`src/rtl/eth_mac_rx_filter.sv`:
```
`timescale 1ns/1ps
`default_nettype none
// ============================================================================
// Module      : eth_mac_rx_filter
// Description : Ethernet receive destination-address filter. Buffers the
//               6-byte DA, decides accept/drop, replays the DA and then
//               passes the remainder of accepted frames through a single
//               output register. Extracts source MAC / EtherType and keeps
//               accept/drop frame counters.
// Revision    : 1.0 - initial release
// ============================================================================
module eth_mac_rx_filter #(
    parameter int CNT_W = 16
) (
    input  logic             clk,
    input  logic             rst_n,
    // receive byte stream from the MAC
    input  logic [7:0]       s_axis_tdata,
    input  logic             s_axis_tvalid,
    input  logic             s_axis_tlast,
    output logic             s_axis_tready,
    // filtered frame stream
    output logic [7:0]       m_axis_tdata,
    output logic             m_axis_tvalid,
    output logic             m_axis_tlast,
    input  logic             m_axis_tready,
    // filter configuration
    input  logic [47:0]      cfg_mac_addr,
    input  logic             cfg_promisc,
    input  logic             cfg_bcast_en,
    input  logic             cfg_mcast_en,
    // extracted header fields
    output logic [47:0]      hdr_src_mac,
    output logic [15:0]      hdr_ethertype,
    output logic             hdr_valid,
    // frame counters
    output logic [CNT_W-1:0] rx_accept_count,
    output logic [CNT_W-1:0] rx_drop_count
);

    localparam logic [47:0]      c_BCAST_ADDR   = 48'hFFFF_FFFF_FFFF;
    localparam logic [2:0]       c_DA_LAST_IDX  = 3'd5;
    localparam logic [3:0]       c_POS_SA_FIRST = 4'd6;
    localparam logic [3:0]       c_POS_SA_LAST  = 4'd11;
    localparam logic [3:0]       c_POS_TYPE_LO  = 4'd13;
    localparam logic [3:0]       c_POS_DONE     = 4'd14;
    localparam logic [CNT_W-1:0] c_CNT_ONE      = {{(CNT_W-1){1'b0}}, 1'b1};

    typedef enum logic [1:0] {
        ST_ADDR   = 2'd0,
        ST_REPLAY = 2'd1,
        ST_PASS   = 2'd2,
        ST_DROP   = 2'd3
    } state_t;

    state_t           r_state;
    state_t           w_next_state;

    logic [2:0]       r_idx;          // DA byte index while collecting
    logic [7:0]       r_da [0:5];     // destination address buffer
    logic [2:0]       r_rep_idx;      // DA byte being replayed
    logic             r_rep_wait;     // one idle cycle before the replay starts
    logic [3:0]       r_pos;          // frame byte position in ST_PASS (6..14, sticks at 14)

    logic [7:0]       r_out_data;
    logic             r_out_valid;
    logic             r_out_last;

    logic [47:0]      r_hdr_src;
    logic [15:0]      r_hdr_type;
    logic             r_hdr_valid;

    logic [CNT_W-1:0] r_acc_cnt;
    logic [CNT_W-1:0] r_drop_cnt;

    logic             w_out_free;
    logic             w_in_ready;
    logic [47:0]      w_da;
    logic             w_da_bcast;
    logic             w_da_accept;
    logic             w_addr_done;
    logic             w_drop_inc;
    logic             w_acc_inc;
    logic             w_rep_load;
    logic             w_pass_load;

    // Output register may take a new byte when empty or being drained.
    assign w_out_free  = !r_out_valid || m_axis_tready;

    // Full DA on the deciding cycle: five buffered bytes plus the live one.
    assign w_da        = {r_da[0], r_da[1], r_da[2], r_da[3], r_da[4], s_axis_tdata};
    assign w_da_bcast  = (w_da == c_BCAST_ADDR);
    assign w_da_accept = cfg_promisc
                       || (w_da == cfg_mac_addr)
                       || (w_da_bcast && cfg_bcast_en)
                       || (w_da[40] && !w_da_bcast && cfg_mcast_en);
    assign w_addr_done = (r_idx == c_DA_LAST_IDX);

    // Next-state decode, input ready and per-cycle event strobes.
    always_comb begin
        w_next_state = r_state;
        w_in_ready   = 1'b0;
        w_drop_inc   = 1'b0;
        w_acc_inc    = 1'b0;
        w_rep_load   = 1'b0;
        w_pass_load  = 1'b0;
        case (r_state)
            ST_ADDR: begin
                w_in_ready = 1'b1;
                if (s_axis_tvalid) begin
                    if (s_axis_tlast) begin
                        // frame ended within (or exactly at) the DA: runt
                        w_drop_inc = 1'b1;
                    end else if (w_addr_done) begin
                        if (w_da_accept) begin
                            w_next_state = ST_REPLAY;
                        end else begin
                            w_next_state = ST_DROP;
                            w_drop_inc   = 1'b1;
                        end
                    end
                end
            end
            ST_REPLAY: begin
                if (!r_rep_wait && w_out_free) begin
                    w_rep_load = 1'b1;
                    if (r_rep_idx == c_DA_LAST_IDX) begin
                        w_next_state = ST_PASS;
                    end
                end
            end
            ST_PASS: begin
                w_in_ready = w_out_free;
                if (s_axis_tvalid && w_out_free) begin
                    w_pass_load = 1'b1;
                    if (s_axis_tlast) begin
                        w_acc_inc    = 1'b1;
                        w_next_state = ST_ADDR;
                    end
                end
            end
            ST_DROP: begin
                w_in_ready = 1'b1;
                if (s_axis_tvalid && s_axis_tlast) begin
                    w_next_state = ST_ADDR;
                end
            end
            default: begin
                w_next_state = ST_ADDR;
            end
        endcase
    end

    // State register.
    always_ff @(posedge clk or negedge rst_n) begin
        if (!rst_n) begin
            r_state <= ST_ADDR;
        end else begin
            r_state <= w_next_state;
        end
    end

    // Collect destination-address bytes; any tlast or the decision restarts the index.
    always_ff @(posedge clk or negedge rst_n) begin
        if (!rst_n) begin
            r_idx <= 3'd0;
            for (int i = 0; i < 6; i++) begin
                r_da[i] <= 8'd0;
            end
        end else if (r_state == ST_ADDR && s_axis_tvalid) begin
            r_da[r_idx] <= s_axis_tdata;
            if (s_axis_tlast || w_addr_done) begin
                r_idx <= 3'd0;
            end else begin
                r_idx <= r_idx + 3'd1;
            end
        end
    end

    // Replay sequencing: arm on the accept decision, then step through the buffer.
    always_ff @(posedge clk or negedge rst_n) begin
        if (!rst_n) begin
            r_rep_idx  <= 3'd0;
            r_rep_wait <= 1'b0;
        end else if (r_state == ST_ADDR && w_next_state == ST_REPLAY) begin
            r_rep_idx  <= 3'd0;
            r_rep_wait <= 1'b1;
        end else if (r_state == ST_REPLAY) begin
            r_rep_wait <= 1'b0;
            if (w_rep_load) begin
                r_rep_idx <= r_rep_idx + 3'd1;
            end
        end
    end

    // Output register: loaded from the DA buffer or the live stream, cleared on drain.
    always_ff @(posedge clk or negedge rst_n) begin
        if (!rst_n) begin
            r_out_data  <= 8'd0;
            r_out_valid <= 1'b0;
            r_out_last  <= 1'b0;
        end else if (w_rep_load) begin
            r_out_data  <= r_da[r_rep_idx];
            r_out_valid <= 1'b1;
            r_out_last  <= 1'b0;
        end else if (w_pass_load) begin
            r_out_data  <= s_axis_tdata;
            r_out_valid <= 1'b1;
            r_out_last  <= s_axis_tlast;
        end else if (m_axis_tready) begin
            r_out_valid <= 1'b0;
        end
    end

    // Header extraction: shift bytes 6..11 into SA and 12..13 into EtherType.
    always_ff @(posedge clk or negedge rst_n) begin
        if (!rst_n) begin
            r_pos       <= 4'd0;
            r_hdr_src   <= 48'd0;
            r_hdr_type  <= 16'd0;
            r_hdr_valid <= 1'b0;
        end else begin
            r_hdr_valid <= w_pass_load && !s_axis_tlast && (r_pos == c_POS_TYPE_LO);
            if (w_rep_load && r_rep_idx == c_DA_LAST_IDX) begin
                r_pos <= c_POS_SA_FIRST;
            end else if (w_pass_load && r_pos != c_POS_DONE) begin
                r_pos <= r_pos + 4'd1;
            end
            if (w_pass_load) begin
                if (r_pos <= c_POS_SA_LAST) begin
                    r_hdr_src <= {r_hdr_src[39:0], s_axis_tdata};
                end else if (r_pos <= c_POS_TYPE_LO) begin
                    r_hdr_type <= {r_hdr_type[7:0], s_axis_tdata};
                end
            end
        end
    end

    // Frame counters, free-running with natural wrap.
    always_ff @(posedge clk or negedge rst_n) begin
        if (!rst_n) begin
            r_acc_cnt  <= {CNT_W{1'b0}};
            r_drop_cnt <= {CNT_W{1'b0}};
        end else begin
            if (w_acc_inc) begin
                r_acc_cnt <= r_acc_cnt + c_CNT_ONE;
            end
            if (w_drop_inc) begin
                r_drop_cnt <= r_drop_cnt + c_CNT_ONE;
            end
        end
    end

    assign s_axis_tready   = w_in_ready;
    assign m_axis_tdata    = r_out_data;
    assign m_axis_tvalid   = r_out_valid;
    assign m_axis_tlast    = r_out_last;
    assign hdr_src_mac     = r_hdr_src;
    assign hdr_ethertype   = r_hdr_type;
    assign hdr_valid       = r_hdr_valid;
    assign rx_accept_count = r_acc_cnt;
    assign rx_drop_count   = r_drop_cnt;

endmodule
`default_nettype wire

```
`config.mk`:
```
export PLATFORM = sky130hd
export DESIGN_NAME = eth_mac_rx_filter
export DESIGN_NICKNAME = d
export VERILOG_FILES = /design/src/rtl/eth_mac_rx_filter.sv
export SDC_FILE = /design/constraint.sdc
export NUM_CORES = 1
export LEC_CHECK = 0
export BUFFER_PORTS_ARGS = -buffer_cell sky130_fd_sc_hd__buf_2
export CELL_PAD_IN_SITES_DETAIL_PLACEMENT = 2
export CELL_PAD_IN_SITES_GLOBAL_PLACEMENT = 2
export CORE_UTILIZATION = 36
export DETAILED_ROUTE_END_ITERATION = 10
export PLACE_DENSITY_LB_ADDON = 0.1
export SETUP_SLACK_MARGIN = 0.4
export SLEW_MARGIN = 20
export SYNTH_ARGS = -nofsm -noshare
export SYNTH_HDL_FRONTEND = slang
export SYNTH_SLANG_ARGS = --single-unit
```
`constraint.sdc`:
```
create_clock -name clk -period 3.1 [get_ports clk]
set_input_delay 0.93 -clock clk [delete_from_list [all_inputs] [get_ports clk]]
set_output_delay 0.93 -clock clk [all_outputs]
set_load 0.02 [all_outputs]
```
### Word level (Yosys, flattened, before mapping)

Cells that the tools add are included.

| cells by class | value |
|---|---|
| $add $sub $neg | 5 |
| order comparisons | 5 |
| equality and inequality tests | 10 |
| reduce and logical (&&, ||, !) cells | 32 |
| muxes and demuxes | 44 |
| bitwise logic cells | 3 |

Operator list:

| operator | number |
|---|---|
| $bwmux 48 | 1 |
| $eq 48x48->1 | 1 |
| $eq 48x48->1 const B | 1 |
| $mux 8 | 5 |
| $add 16x1->16 const B | 2 |
| $bmux 8 s3 | 1 |
| $demux 8 s3 | 1 |
| $mux 1 | 19 |
| $mux 2 | 9 |
| $logic_and 1x1->1 | 13 |
| $mux 3 | 4 |
| $ge 4x4->1 const B | 2 |
| $le 4x4->1 const B | 2 |
| $mux 4 | 2 |
| $not 3->4 | 2 |
| $pmux 2 s4 | 1 |
| $reduce_bool 2->1 | 4 |
| $add 3x1->3 const B | 2 |
| $eq 3x3->1 const B | 2 |
| $logic_or 1x1->1 | 5 |
| $add 4x1->4 const B | 1 |
| $eq 2x1->1 const B | 2 |
| $eq 2x2->1 const B | 2 |
| $eq 4x4->1 const B | 1 |
| 10 further kinds | 14 |

| word-level totals | value |
|---|---|
| flip-flop bits (word level) | 168 |
| bits of input ports | 64 |
| output and inout bits | 108 |
| word-level logic and storage cells | 118 |

### Logic depth before layout (Yosys ltp)

Gate-level depths: netlist of run 1.

| logic depth | value |
|---|---|
| word-level depth | 14 |
| mapped depth | 9 |
| gate-level depth less buffers | 8 |

### Worst setup path before layout of run 1

No wires, ideal clock.

| timing | value |
|---|---|
| path kind | input-to-reg |
| start point | in s_axis_tdata[4] |
| end point | reg r_drop_cnt[1] (netlist: rx_drop_count[1]) |
| arrival | 2,557 ps |
| buffers on the path | 0 |
| stages | 7 |
| library setup time | 128 ps |
| path slack | 416 ps |
| data required time | 2,972 ps |
| cell sequence | nand4_1 nor4_2 a31oi_1 a41o_1 o41ai_4 and2_1 mux2_1 |

| between the ends | value |
|---|---|
| word-level cells in the longest chain between the ends | 10 |
| elaborated cells on any way between the ends | 14 |
| classes of those cells | eq/ne (2); mux (5); reduce/logical (7) |

RTL lines:

| what | line | RTL |
|---|---|---|
| from (decl) | 18 | `input logic [7:0] s_axis_tdata,` |
| $eq 48x48->1 | 92 | `assign w_da_bcast = (w_da == c_BCAST_ADDR);` |
| $logic_not 1->1 | 96 | `\|\| (w_da[40] && !w_da_bcast && cfg_mcast_en);` |
| $logic_and 1x1->1 (2 in series) | 96 |  |
| $logic_or 1x1->1 (*) | 96 |  |
| $mux 1 (*) | 115 | `if (w_da_accept) begin` |
| $mux 1 (*) | 114 | `end else if (w_addr_done) begin` |
| $mux 1 (*) | 111 | `if (s_axis_tlast) begin` |
| $mux 1 (*) | 110 | `if (s_axis_tvalid) begin` |
| $mux 1 (*) | 107 | `case (r_state)` |
| to (signal assigned) | 243 | `r_drop_cnt <= {CNT_W{1'b0}};` |
| to (signal assigned) | 249 | `r_drop_cnt <= r_drop_cnt + c_CNT_ONE;` |
| to (decl) | 74 | `logic [CNT_W-1:0] r_drop_cnt;` |

Mark *: on every way between the ends. The rest lies on a longest branch, timed or not.
A chain may end at the register's enable or synchronous reset.

### Worst setup path after layout of run 1

| timing | value |
|---|---|
| start point | in m_axis_tready |
| end point | out s_axis_tready |

| between the ends | value |
|---|---|
| word-level cells in the longest chain between the ends | 2 |

RTL lines:

| what | line | RTL |
|---|---|---|
| from (decl) | 26 | `input logic m_axis_tready,` |
| $logic_or 1x1->1 | 88 | `assign w_out_free = !r_out_valid \|\| m_axis_tready;` |
| $pmux 1 s2 | 107 |  |
| to (decl) | 21 | `output logic s_axis_tready,` |

No other way between the ends.

==> metrics.md, run 1 <==
| Metric | Value |
|---|---|
| Worst path arrival time | `1.69 ns` |
| Peak supply drop | `0.393 mV` |
| CP Capture Type | `primary output` |
| Synth Area in XOR/XNOR | `9.05%` |
| Startpoint types | `primary input` |
| Max Cap Viol | `0` |
| Ys async rst share | `100%` |
| Crit Path Class | `primary input to primary output` |
| Final Core Density | `46.5%` |
| Crit path max fanout | `4` |
| Detailed placement HPWL | `17.9 mm` |
| Commonest non-fill, non-tap cell in the layout | `buf_2` |
| Net count after synthesis | `705` |
| Die W | `150 µm` |
| Fin Clk Skew | `0.0123 ns` |
| Sum Neg Setup Slack | `0 ns` |
| Die area | `22,600 µm²` |
| RSZ-0062 raised after global routing | `yes` |
| Worst relative slew slack | `52.4%` |
| # diodes | `0` |
| Commonest non-fill, non-tap cells in the layout | `169 x buf_2, 168 x dfrtp_1, 113 x mux2_2` |
| Max-slew violations | `0` |
| Post-synthesis simple-gate area fraction | `9.59%` |
| Post-synth EDFFs | `0` |
| Final hold violation count | `0` |
| Finish-stage setup viols | `0` |
| Post-CTS Setup Inserts | `0` |
| Antenna viol nets, final | `0` |
| First-pass GRT wire length | `38.0 mm` |
| Starting density of the core | `37.3%` |
| DR pass1 iterations | `4` |
| Fin crit period | `2.62 ns` |
| Htree depth | `4` |
| Antenna violations before repair | `0` |
| Non-filler cells, final | `1,104` |
| Grt total ovfl | `0` |
| Total number of vias | `5,786` |
| Area growth syn-to-layout | `24.7%` |
| I/O pins | `172` |
| Vias in the first global route | `6,521` |
| Total Nets Final | `894` |
| Hold_buf cts | `0` |
| Mux share of post-synthesis cell area | `20.5%` |
| Placed Cells | `1,072` |
| Root Driver | `clkbuf_16` |
| CTS sink cnt | `168` |
| Clock buffer depth | `2` |
| Chip height | `150 µm` |
| Num rows | `53` |
| GRT Total Usage | `22.6%` |
| Setup slack, reg-to-reg | `0.58 ns` |
| P per Cell Area | `771 nW/µm²` |
| Synth Cell Area | `7940 µm²` |
| CP required | `2.17 ns` |
| Global placement routability congestion | `0.828` |
| Register area share after synthesis | `53.0%` |
| Mapped Cells | `627` |
| Inserted Clock Buffers | `17` |
| Mean post-synth cell area | `12.7 µm²` |
| FF+latch count, synth | `168` |
| Largest family of logic cells by synthesized area | `multiplexers` |
| Primary FF master, synth | `dfrtp_1` |
| Placed Instance Area | `9260 µm²` |
| Clk slew on worst S/H paths | `0.07 ns` |
| Final wirelength | `23.9 mm` |
| Share of layout cells above drive strength 1 | `43.4%` |
| Synth Area in Compound Gates | `3.37%` |
| Largest net degree at the start of global routing | `71` |
| FMAX | `0.382 GHz` |
| Tcrit/Tclk final | `84.4%` |
| Synth unique cells | `42` |
| Design area | `9900 µm²` |
| TritonCTS clock tree | `yes` |
| Residual DRC | `0` |
| Core area | `21,300 µm²` |
| Pleak | `0.00504 µW` |
| Vias per cell | `5.24` |
| Clk_lat worst skew | `0.43 ns` |
| Least-Margin Pin Slew | `0.713 ns` |
| Routed len/inst | `21.7 µm` |
| Port-buffer cells | `171` |
| Class of the worst hold path | `register to register` |
| Initial DRC count | `240` |
| Synth Area in Adders | `2.21%` |
| Syn. warnings | `0` |
| Status | `complete, no violations` |
| Layout fillers | `2,149` |
-- power breakdown --
group | switching (µW) | internal, µW | total (µW) | leakage (µW)
clock | 1060 | 1100 | 2160 | 0.000291
combinational | 1120 | 1020 | 2140 | 0.00252
sequential | 673 | 2650 | 3330 | 0.00223
-- cell families (layout without fill, tap and decap cells) --
logic type               after synthesis  count (layout)
flip-flops                           168             168
AND/OR/NAND/NOR                      139             139
multiplexers                         138             138
XOR/XNOR                              82              82
buffers and inverters                 46             248
AO/OA/AOI/OAI                         40              40
adder cells (fa/ha/maj)               14              14
-- path summary, 6_finish.rpt --
| path | from | endpoint | cells after the start |
|---|---|---|---|
| max | m_axis_tready | s_axis_tready | 5 |
| min | rx_drop_count[15]$_DFFE_PN0P_ | rx_drop_count[15]$_DFFE_PN0P_ | 1 |
| max reg2reg | r_da[34]$_DFFE_PN0P_ | rx_drop_count[1]$_DFFE_PN0P_ | 7 |
| min reg2reg | rx_drop_count[15]$_DFFE_PN0P_ | rx_drop_count[15]$_DFFE_PN0P_ | 1 |
| max in group asynchronous | rst_n | rx_accept_count[10]$_DFFE_PN0P_ | 2 |
| min in group asynchronous | rst_n | hdr_src_mac[41]$_DFFE_PN0P_ | 1 |
-- cells in the mapped netlist, types with 8 or more instances --
| cell | count | area share (%) |
|---|---|---|
| dfrtp_1 | 168 | 53 |
| mux2_2 | 113 | 16 |
| xor2_1 | 56 | 6.2 |
| nand2_1 | 28 | 1.3 |
| nand4_1 | 26 | 2.0 |
| xnor2_1 | 26 | 2.9 |
| nand3_1 | 22 | 1.4 |
| inv_1 | 20 | 0.95 |
| nor2_1 | 19 | 0.90 |
| clkbuf_1 | 17 | 0.80 |
| mux2i_1 | 16 | 2.0 |
| ha_1 | 14 | 2.2 |
| nor4_1 | 13 | 1.0 |
| o21ai_0 | 12 | 0.76 |
| and3_1 | 8 | 0.63 |
| mux4_2 | 8 | 2.3 |
| o22ai_1 | 8 | 0.63 |
-- critical path, cell delays in order --
cell and delay [ns]:
buf_2 0.10, nand2b_1 0.19, nand2_1 0.12, a21oi_2 0.18
buf_4 0.16
-- cell type report --
cell class	count	area, µm²	area share (%)
flip-flops and latches	168	4200	42.5
multi-input cells	413	3570	36.1
repair buffers	196	1090	11.0
clock buffers	17	425	4.30
well taps	275	344	3.48
clock inverters	15	184	1.86
inverters	20	75.1	0.759
-- metrics by stage --
step | hold WS (ns) | power (µW) | setup WS, ns
after global routing | 0.498 | 8040 | 0.387
final | 0.467 | 7630 | 0.483
after detailed placement | 0.466 | 5480 | 0.0343
after global placement | 0.461 | 5340 | 0.158
after CTS | 0.476 | 7720 | 0.407
after floorplan | 0.474 | 4550 | 0.416
-- flip-flops by register name, summed over array words and instances (netlist names), 4 cells and up --
| signal | cells |
|---|---|
| hdr_src_mac | 48 |
| r_da | 48 |
| hdr_ethertype | 16 |
| rx_accept_count | 16 |
| rx_drop_count | 16 |
| m_axis_tdata | 8 |
| r_pos | 4 |
-- layer usage --
metal	routed length (µm)	track usage, %	up-vias
li1	-	-	2619
met1	10200	28.9	2966
met2	12100	39.0	176
met3	1210	3.79	25
met4	391	6.41	0
met5	0	0	-
-- timing repair --
| item | 4_1_cts | 5_1_grt |
|---|---|---|
| gates resized for setup | 2 | 3 |
| endpoints found under the setup margin | 1 | 2 |
| pin swaps | 0 | 0 |
Note: power is estimated with default switching activity, not from simulation.
==> run 2, diff against run 1 <==
CORE_UTILIZATION = 33   (was 36)
clock period = 2.3 ns   (was 3.1 ns; I/O delays follow)
==> run 2 against run 1 <==
The flow now finishes with violations (negative setup slack); power is 47% higher; combinational power is 97% higher; critical path depth is 5 higher; setup slack worse by 0.58 ns; routed wire length is 9.4% higher; final area is 9.1% higher; global-route usage is 0.64 points lower; sequential power is 24% higher; worst hold slack worse by 0.31 ns; clock power is 32% higher; clock-buffer cell count stayed put; critical path type is now register to register; critical endpoint is now rx_drop_count[14]$_DFFE_PN0P_.
==> metrics.md, run 2 (synthesized netlist as in run 1, its figures left out) <==
| Metric | Value |
|---|---|
| Chip height | `157 µm (+4.4%)` |
| Share of layout cells above drive strength 1 | `51.9% (+8.5 points)` |
| Critical path origin | `r_da[19]$_DFFE_PN0P_` |
| Antenna viol nets, final | `0 (unchanged)` |
| Routed len/inst | `21.5 µm (-1.0%)` |
| Num rows | `56 (+5.7%)` |
| Htree depth | `4 (unchanged)` |
| Fin Clk Skew | `0.0112 ns (-0.00104 ns)` |
| Status | `complete, but fails checks` |
| Final hold violation count | `0 (unchanged)` |
| Grt total ovfl | `0 (unchanged)` |
| FMAX | `0.417 GHz` |
| Total Nets Final | `966 (+8.1%)` |
| Global placement routability congestion | `0.825 (-0.39%)` |
| Vias per cell | `5.02 (-4.3%)` |
| Clock buffer depth | `2 (unchanged)` |
| TritonCTS clock tree | `yes` |
| First-pass GRT wire length | `40.2 mm (+5.6%)` |
| Detailed placement HPWL | `19.0 mm (+6.4%)` |
| Worst relative slew slack | `61.3% (+8.8 points)` |
| Port-buffer cells | `171 (unchanged)` |
| Placed Instance Area | `9840 µm² (+6.2%)` |
| Slowest cell delay on critical path | `0.40 ns (+0.21 ns)` |
| Finish-stage setup viols | `11 (+11)` |
| Clk_lat worst skew | `0.43 ns (about the same)` |
| Fin crit period | `2.40 ns` |
| CTS sink cnt | `168 (unchanged)` |
| # diodes | `0 (unchanged)` |
| Inserted Clock Buffers | `17 (unchanged)` |
| Design area | `10,800 µm² (+9.1%)` |
| CP Capture Type | `register` |
| RSZ-0062 raised after global routing | `yes` |
| Root Driver | `clkbuf_16` |
| GRT Total Usage | `21.9% (-0.64 points)` |
| Peak supply drop | `0.473 mV (+20%)` |
| Slowest CP cell | `dfrtp_1` |
| Clk slew on worst S/H paths | `0.08 ns (about the same)` |
| Worst path arrival time | `2.70 ns (+1.01 ns)` |
| Final wirelength | `26.2 mm (+9.4%)` |
| Place WS | `-0.535 ns (-0.569 ns)` |
| Crit Path Class | `register to register` |
| Multi-input logic area | `3810 µm² (+6.6%)` |
| Worst r2r src | `r_da[19]$_DFFE_PN0P_` |
| Die area | `24,700 µm² (+9.0%)` |
| Least-Margin Pin Slew | `0.581 ns (-0.132 ns)` |
| Commonest non-fill, non-tap cells in the layout | `169 x buf_2, 166 x dfrtp_1, 113 x mux2_2` |
| Max-slew violations | `0 (unchanged)` |
| Total number of vias | `6,120 (+5.8%)` |
| Largest net degree at the start of global routing | `63 (-11%)` |
| Startpoint types | `register` |
| Tcrit/Tclk final | `104%` |
| Violated checks | `negative setup slack` |
| Initial DRC count | `253 (+5.4%)` |
| Setup WS post-layout | `-0.0965 ns (-0.580 ns)` |
| Core area | `23,500 µm² (+11%)` |
| Reg2reg path depth | `10 (+3)` |
| DR pass1 iterations | `4 (unchanged)` |
| I/O pins | `172 (unchanged)` |
| Area growth syn-to-layout | `36.0%` |
| Most frequent CP cell | `buf_4` |
| Residual DRC | `0 (unchanged)` |
| Cell Chain, Critical Path | `buf_4 -> xor2_1 -> nor4_2 -> nand4_1 -> nor3_2 -> buf_4 -> o41ai_4 -> buf_4 -> nor3b_2 -> xor2_1` |
| CP required | `2.61 ns (+0.44 ns)` |
| Commonest non-fill, non-tap cell in the layout | `buf_2` |
| Die W | `157 µm (+4.4%)` |
| Antenna violations before repair | `0 (unchanged)` |
| Sequential cell area | `4210 µm² (about the same)` |
| Class of the worst hold path | `primary input to async pin` |
| Crit path max fanout | `6 (+2)` |
| P per Cell Area | `1040 nW/µm² (+35%)` |
| Layout fillers | `2,446 (+14%)` |
| Max Cap Viol | `0 (unchanged)` |
| Pleak | `0.00547 µW (+8.5%)` |
| Starting density of the core | `33.7% (-3.6 points)` |
| Vias in the first global route | `6,766 (+3.8%)` |
-- run 2: worst paths after layout --
kind / slack (ns) / endpoint
min in group clk: 0.46 / rx_accept_count[15]$_DFFE_PN0P_
worst min register to register: 0.46 / rx_accept_count[15]$_DFFE_PN0P_
worst max register to register: -0.1 / rx_drop_count[14]$_DFFE_PN0P_
worst min-delay path: 0.16 / hdr_src_mac[41]$_DFFE_PN0P_
worst max-delay path: -0.1 / rx_drop_count[14]$_DFFE_PN0P_
max in group asynchronous: 1.39 / r_state[1]$_DFF_PN0_
-- run 2: cell type report --
cell class	count	area share, %
clock inverters	15	1.46
well taps	319	3.70
clock buffers	17	3.94
repair buffers	268	15.9
multi-input cells	413	35.3
flip-flops and latches	168	39.0
inverters	20	0.695
-- run 2: through the flow --
stage	hold WS [ns]	setup TNS, ns	total power [µW]	std cells	util, %
after floorplan	0.394	-0.420	6190	627	-
after global placement	0.457	-8.45	7870	1172	41.8
after detailed placement	0.458	-8.77	8100	1172	41.8
after CTS	0.161	-0.495	11200	1211	45.1
after global routing	0.170	-2.86	11800	1220	45.8
final	0.157	-0.346	11200	1220	45.8
-- run 2: where the power goes --
group	leakage, µW	total (µW)	internal (µW)	switching [µW]
clock	0.000277	2850	1450	1400
sequential	0.00223	4130	3580	552
combinational	0.00296	4210	2030	2190
-- run 2: repair_timing --
action,in CTS,in global routing
hold buffers,0,0
endpoints found under the setup margin,65,32
pin swaps,20,7
setup buffers,7,8
cloned,0,1
resized for setup,30,14
-- run 2: worst max-delay path, delay by kind of cell (launching register included) --
| kind | cells | cell delay [ns] |
|---|---|---|
| AND/OR/NAND/NOR | 4 | 0.94 |
| AO/OA/AOI/OAI | 1 | 0.10 |
| flip-flops | 1 | 0.40 |
| buffers and inverters | 3 | 0.51 |
| XOR/XNOR | 2 | 0.31 |
-- run 2: layer usage --
| layer | routed length [µm] | share of wire (%) | GRT usage, % |
|---|---|---|---|
| met5 | 0 | 0 | 0 |
| met3 | 898 | 3.4 | 2.97 |
| met4 | 566 | 2.2 | 8.23 |
| met1 | 11800 | 45 | 28.4 |
| met2 | 12900 | 49 | 37.2 |
==> run 3, diff against run 2 <==
--- a/config.mk
+++ b/config.mk
@@ -10,4 +10,5 @@
 export CELL_PAD_IN_SITES_GLOBAL_PLACEMENT = 2
 export CORE_UTILIZATION = 33
+export CTS_CLUSTER_SIZE = 10
 export DETAILED_ROUTE_END_ITERATION = 10
 export PLACE_DENSITY_LB_ADDON = 0.1
@@ -17,2 +18,3 @@
 export SYNTH_HDL_FRONTEND = slang
 export SYNTH_SLANG_ARGS = --single-unit
+export TNS_END_PERCENT = 30
==> constraint.sdc (replaced) <==
create_clock -name clk -period 2.3 [get_ports clk]
set_input_delay 0.23 -clock clk [delete_from_list [all_inputs] [get_ports clk]]
set_output_delay 0.23 -clock clk [all_outputs]
set_load 0.02 [all_outputs]
==> run 3 against run 2 <==
The flow still finishes with violations (negative setup slack); setup slack worse by 0.14 ns; via count down 1.7%; power is 2.3% lower; sequential share of layout area rose by 0.92 points; global-route usage decreased by 0.74 points; die area is the same; final area shrank 2.4%; non-clock buffer count shrank 19; sequential power is essentially flat; maximum frequency down 5.6%; clock-buffer cell count unchanged.
==> metrics.md, run 3 (synthesized netlist as in run 1, its figures left out) <==
| Metric | Value |
|---|---|
| WP buf/inv | `4 (+1)` |
| Port-buffer cells | `171 (unchanged)` |
| Vias in the first global route | `6,820 (+0.80%)` |
| Commonest non-fill, non-tap cell in the layout | `buf_2` |
| Peak supply drop | `0.490 mV (+3.5%)` |
| Detailed placement HPWL | `18.4 mm (-3.1%)` |
| Slowest cell delay on critical path | `0.40 ns (about the same)` |
| Non-filler cells, final | `1,202 (-1.5%)` |
| Share of layout cells above drive strength 1 | `49.9% (-2.1 points)` |
| Setup slack, reg-to-reg | `-0.24 ns (-0.14 ns)` |
| Tcrit/Tclk final | `110% (+6.2 points)` |
| Num rows | `56 (unchanged)` |
| CP required | `2.62 ns (about the same)` |
| Pleak | `0.00538 µW (-1.7%)` |
| Starting density of the core | `33.7% (unchanged)` |
| Htree depth | `4 (unchanged)` |
| Antenna violations before repair | `1 (+1)` |
| Final hold slack | `0.0827 ns (-0.0747 ns)` |
| GRT Total Usage | `21.2% (-0.74 points)` |
| Vias per cell | `5.01 (-0.19%)` |
| Most frequent CP cell | `buf_6` |
| Cell Chain, Critical Path | `buf_6 -> xor2_2 -> nor4_2 -> buf_4 -> nand4_1 -> nor3_4 -> buf_6 -> o41ai_4 -> buf_6 -> and2_4 -> mux2_4` |
| Area growth syn-to-layout | `32.8%` |
| Crit Path Class | `register to register` |
| Max Cap Viol | `0 (unchanged)` |
| Inserted Clock Buffers | `17 (unchanged)` |
| Largest net degree at the start of global routing | `84 (+33%)` |
| Worst path arrival time | `2.86 ns (+0.16 ns)` |
| I/O pins | `172 (unchanged)` |
| Grt total ovfl | `0 (unchanged)` |
| Residual DRC | `0 (unchanged)` |
| Total number of vias | `6,018 (-1.7%)` |
| Startpoint types | `register` |
| Clock buffer depth | `2 (unchanged)` |
| Total Nets Final | `947 (-2.0%)` |
| Final hold violation count | `0 (unchanged)` |
| Core area | `23,500 µm² (unchanged)` |
| Clk slew on worst S/H paths | `0.07 ns (about the same)` |
| TritonCTS clock tree | `yes` |
| Routed len/inst | `20.9 µm (-2.4%)` |
| Class of the worst hold path | `primary input to register` |
| CTS sink cnt | `168 (unchanged)` |
| DR pass1 iterations | `4 (unchanged)` |
| Least-Margin Pin Slew | `0.619 ns (+0.0384 ns)` |
| P per Cell Area | `1040 nW/µm² (about the same)` |
| Chip height | `157 µm (unchanged)` |
| Max-slew violations | `0 (unchanged)` |
| Die W | `157 µm (unchanged)` |
| FMAX | `0.394 GHz (-5.6%)` |
| Commonest non-fill, non-tap cells in the layout | `169 x buf_2, 168 x dfrtp_1, 113 x mux2_2` |
| Antenna viol nets, final | `0 (unchanged)` |
| Place WS | `-0.479 ns (+0.0560 ns)` |
| Die area | `24,700 µm² (unchanged)` |
| Final wirelength | `25.2 mm (-3.9%)` |
| Fin Clk Skew | `0.00941 ns (-0.00184 ns)` |
| Crit path max-delay family | `simple AND/OR/NAND/NOR gates` |
| Crit path max fanout | `6 (unchanged)` |
| Clk_lat worst skew | `0.43 ns (about the same)` |
| Setup WS post-layout | `-0.240 ns (-0.143 ns)` |
| Global placement routability congestion | `0.834 (+1.1%)` |
| Violated checks | `negative setup slack` |
| Root Driver | `clkbuf_16` |
| First-pass GRT wire length | `39.0 mm (-2.9%)` |
| Initial DRC count | `206 (-19%)` |
| RSZ-0062 raised after global routing | `yes` |
| Finish-stage setup viols | `20 (+9)` |
| Fin crit period | `2.54 ns (+0.143 ns)` |
| Placed Cells | `1,160 (-1.0%)` |
| Status | `complete, but fails checks` |
| Worst relative slew slack | `58.6% (-2.6 points)` |
| Slowest CP cell | `dfrtp_1` |
| CP Capture Type | `register` |
==> run 3: changes by cell type in the layout (fill, tap and decap cells not counted), moves of 3 or more <==
cell and delta:
clkinvlp_4 -3, xnor2_2 +3, buf_4 -18, inv_6 +4, nor4_1 +4, xnor2_1 -3, nor4_4 -3
==> run 3: per-stage QoR <==
| stage | util, % | power, µW | setup TNS (ns) | area, µm² |
|---|---|---|---|---|
| floorplan | - | 6150 | 0 | 7960 |
| global placement | 41.1 | 7740 | -5.76 | 9690 |
| detailed placement | 41.1 | 7970 | -6.98 | 9690 |
| CTS | 44.2 | 11000 | -2.18 | 10400 |
| global route | 44.8 | 11500 | -3.72 | 10500 |
| finish | 44.8 | 10900 | -2.56 | 10500 |
==> run 3: final timing paths <==
kind / depth (start not counted) / start / to
max: 11 / r_da[8]$_DFFE_PN0P_ / rx_drop_count[1]$_DFFE_PN0P_
min: 2 / s_axis_tlast / hdr_valid$_DFF_PN0_
max reg2reg: 11 / r_da[8]$_DFFE_PN0P_ / rx_drop_count[1]$_DFFE_PN0P_
min reg2reg: 1 / rx_accept_count[15]$_DFFE_PN0P_ / rx_accept_count[15]$_DFFE_PN0P_
max in group asynchronous: 3 / rst_n / r_idx[2]$_DFFE_PN0P_
min in group asynchronous: 2 / rst_n / hdr_src_mac[40]$_DFFE_PN0P_
==> run 3: power breakdown <==
group / internal (µW) / total, µW / switching, µW
logic: 1900 / 3990 / 2090
registers: 3580 / 4120 / 539
clock network: 1450 / 2830 / 1380
==> run 3: layout make-up <==
class | instances | area, µm²
multi-input combinational | 413 | 3740
inverter | 20 | 75.1
clock inverter | 15 | 148
fill | 2458 | 13000
tap | 319 | 399
sequential | 168 | 4200
antenna | 1 | 2.50
clock buffer | 17 | 425
timing repair buffer | 249 | 1540
==> run 3: routing by layer <==
layer / track usage (%) / part of all wire, %
met5: 0 / 0
met4: 7.30 / 2.2
met3: 3.63 / 3.7
met2: 37.3 / 50
met1: 26.1 / 44
==> run 3: what timing repair did <==
| item | in CTS | in global routing |
|---|---|---|
| buffers inserted | 5 | 3 |
| cloned | 0 | 0 |
| pin swaps | 7 | 8 |
| hold endpoints to repair | 168 | 0 |
| hold buffers | 1 | 0 |
| gates resized for setup | 26 | 16 |
| setup endpoints to repair | 91 | 56 |
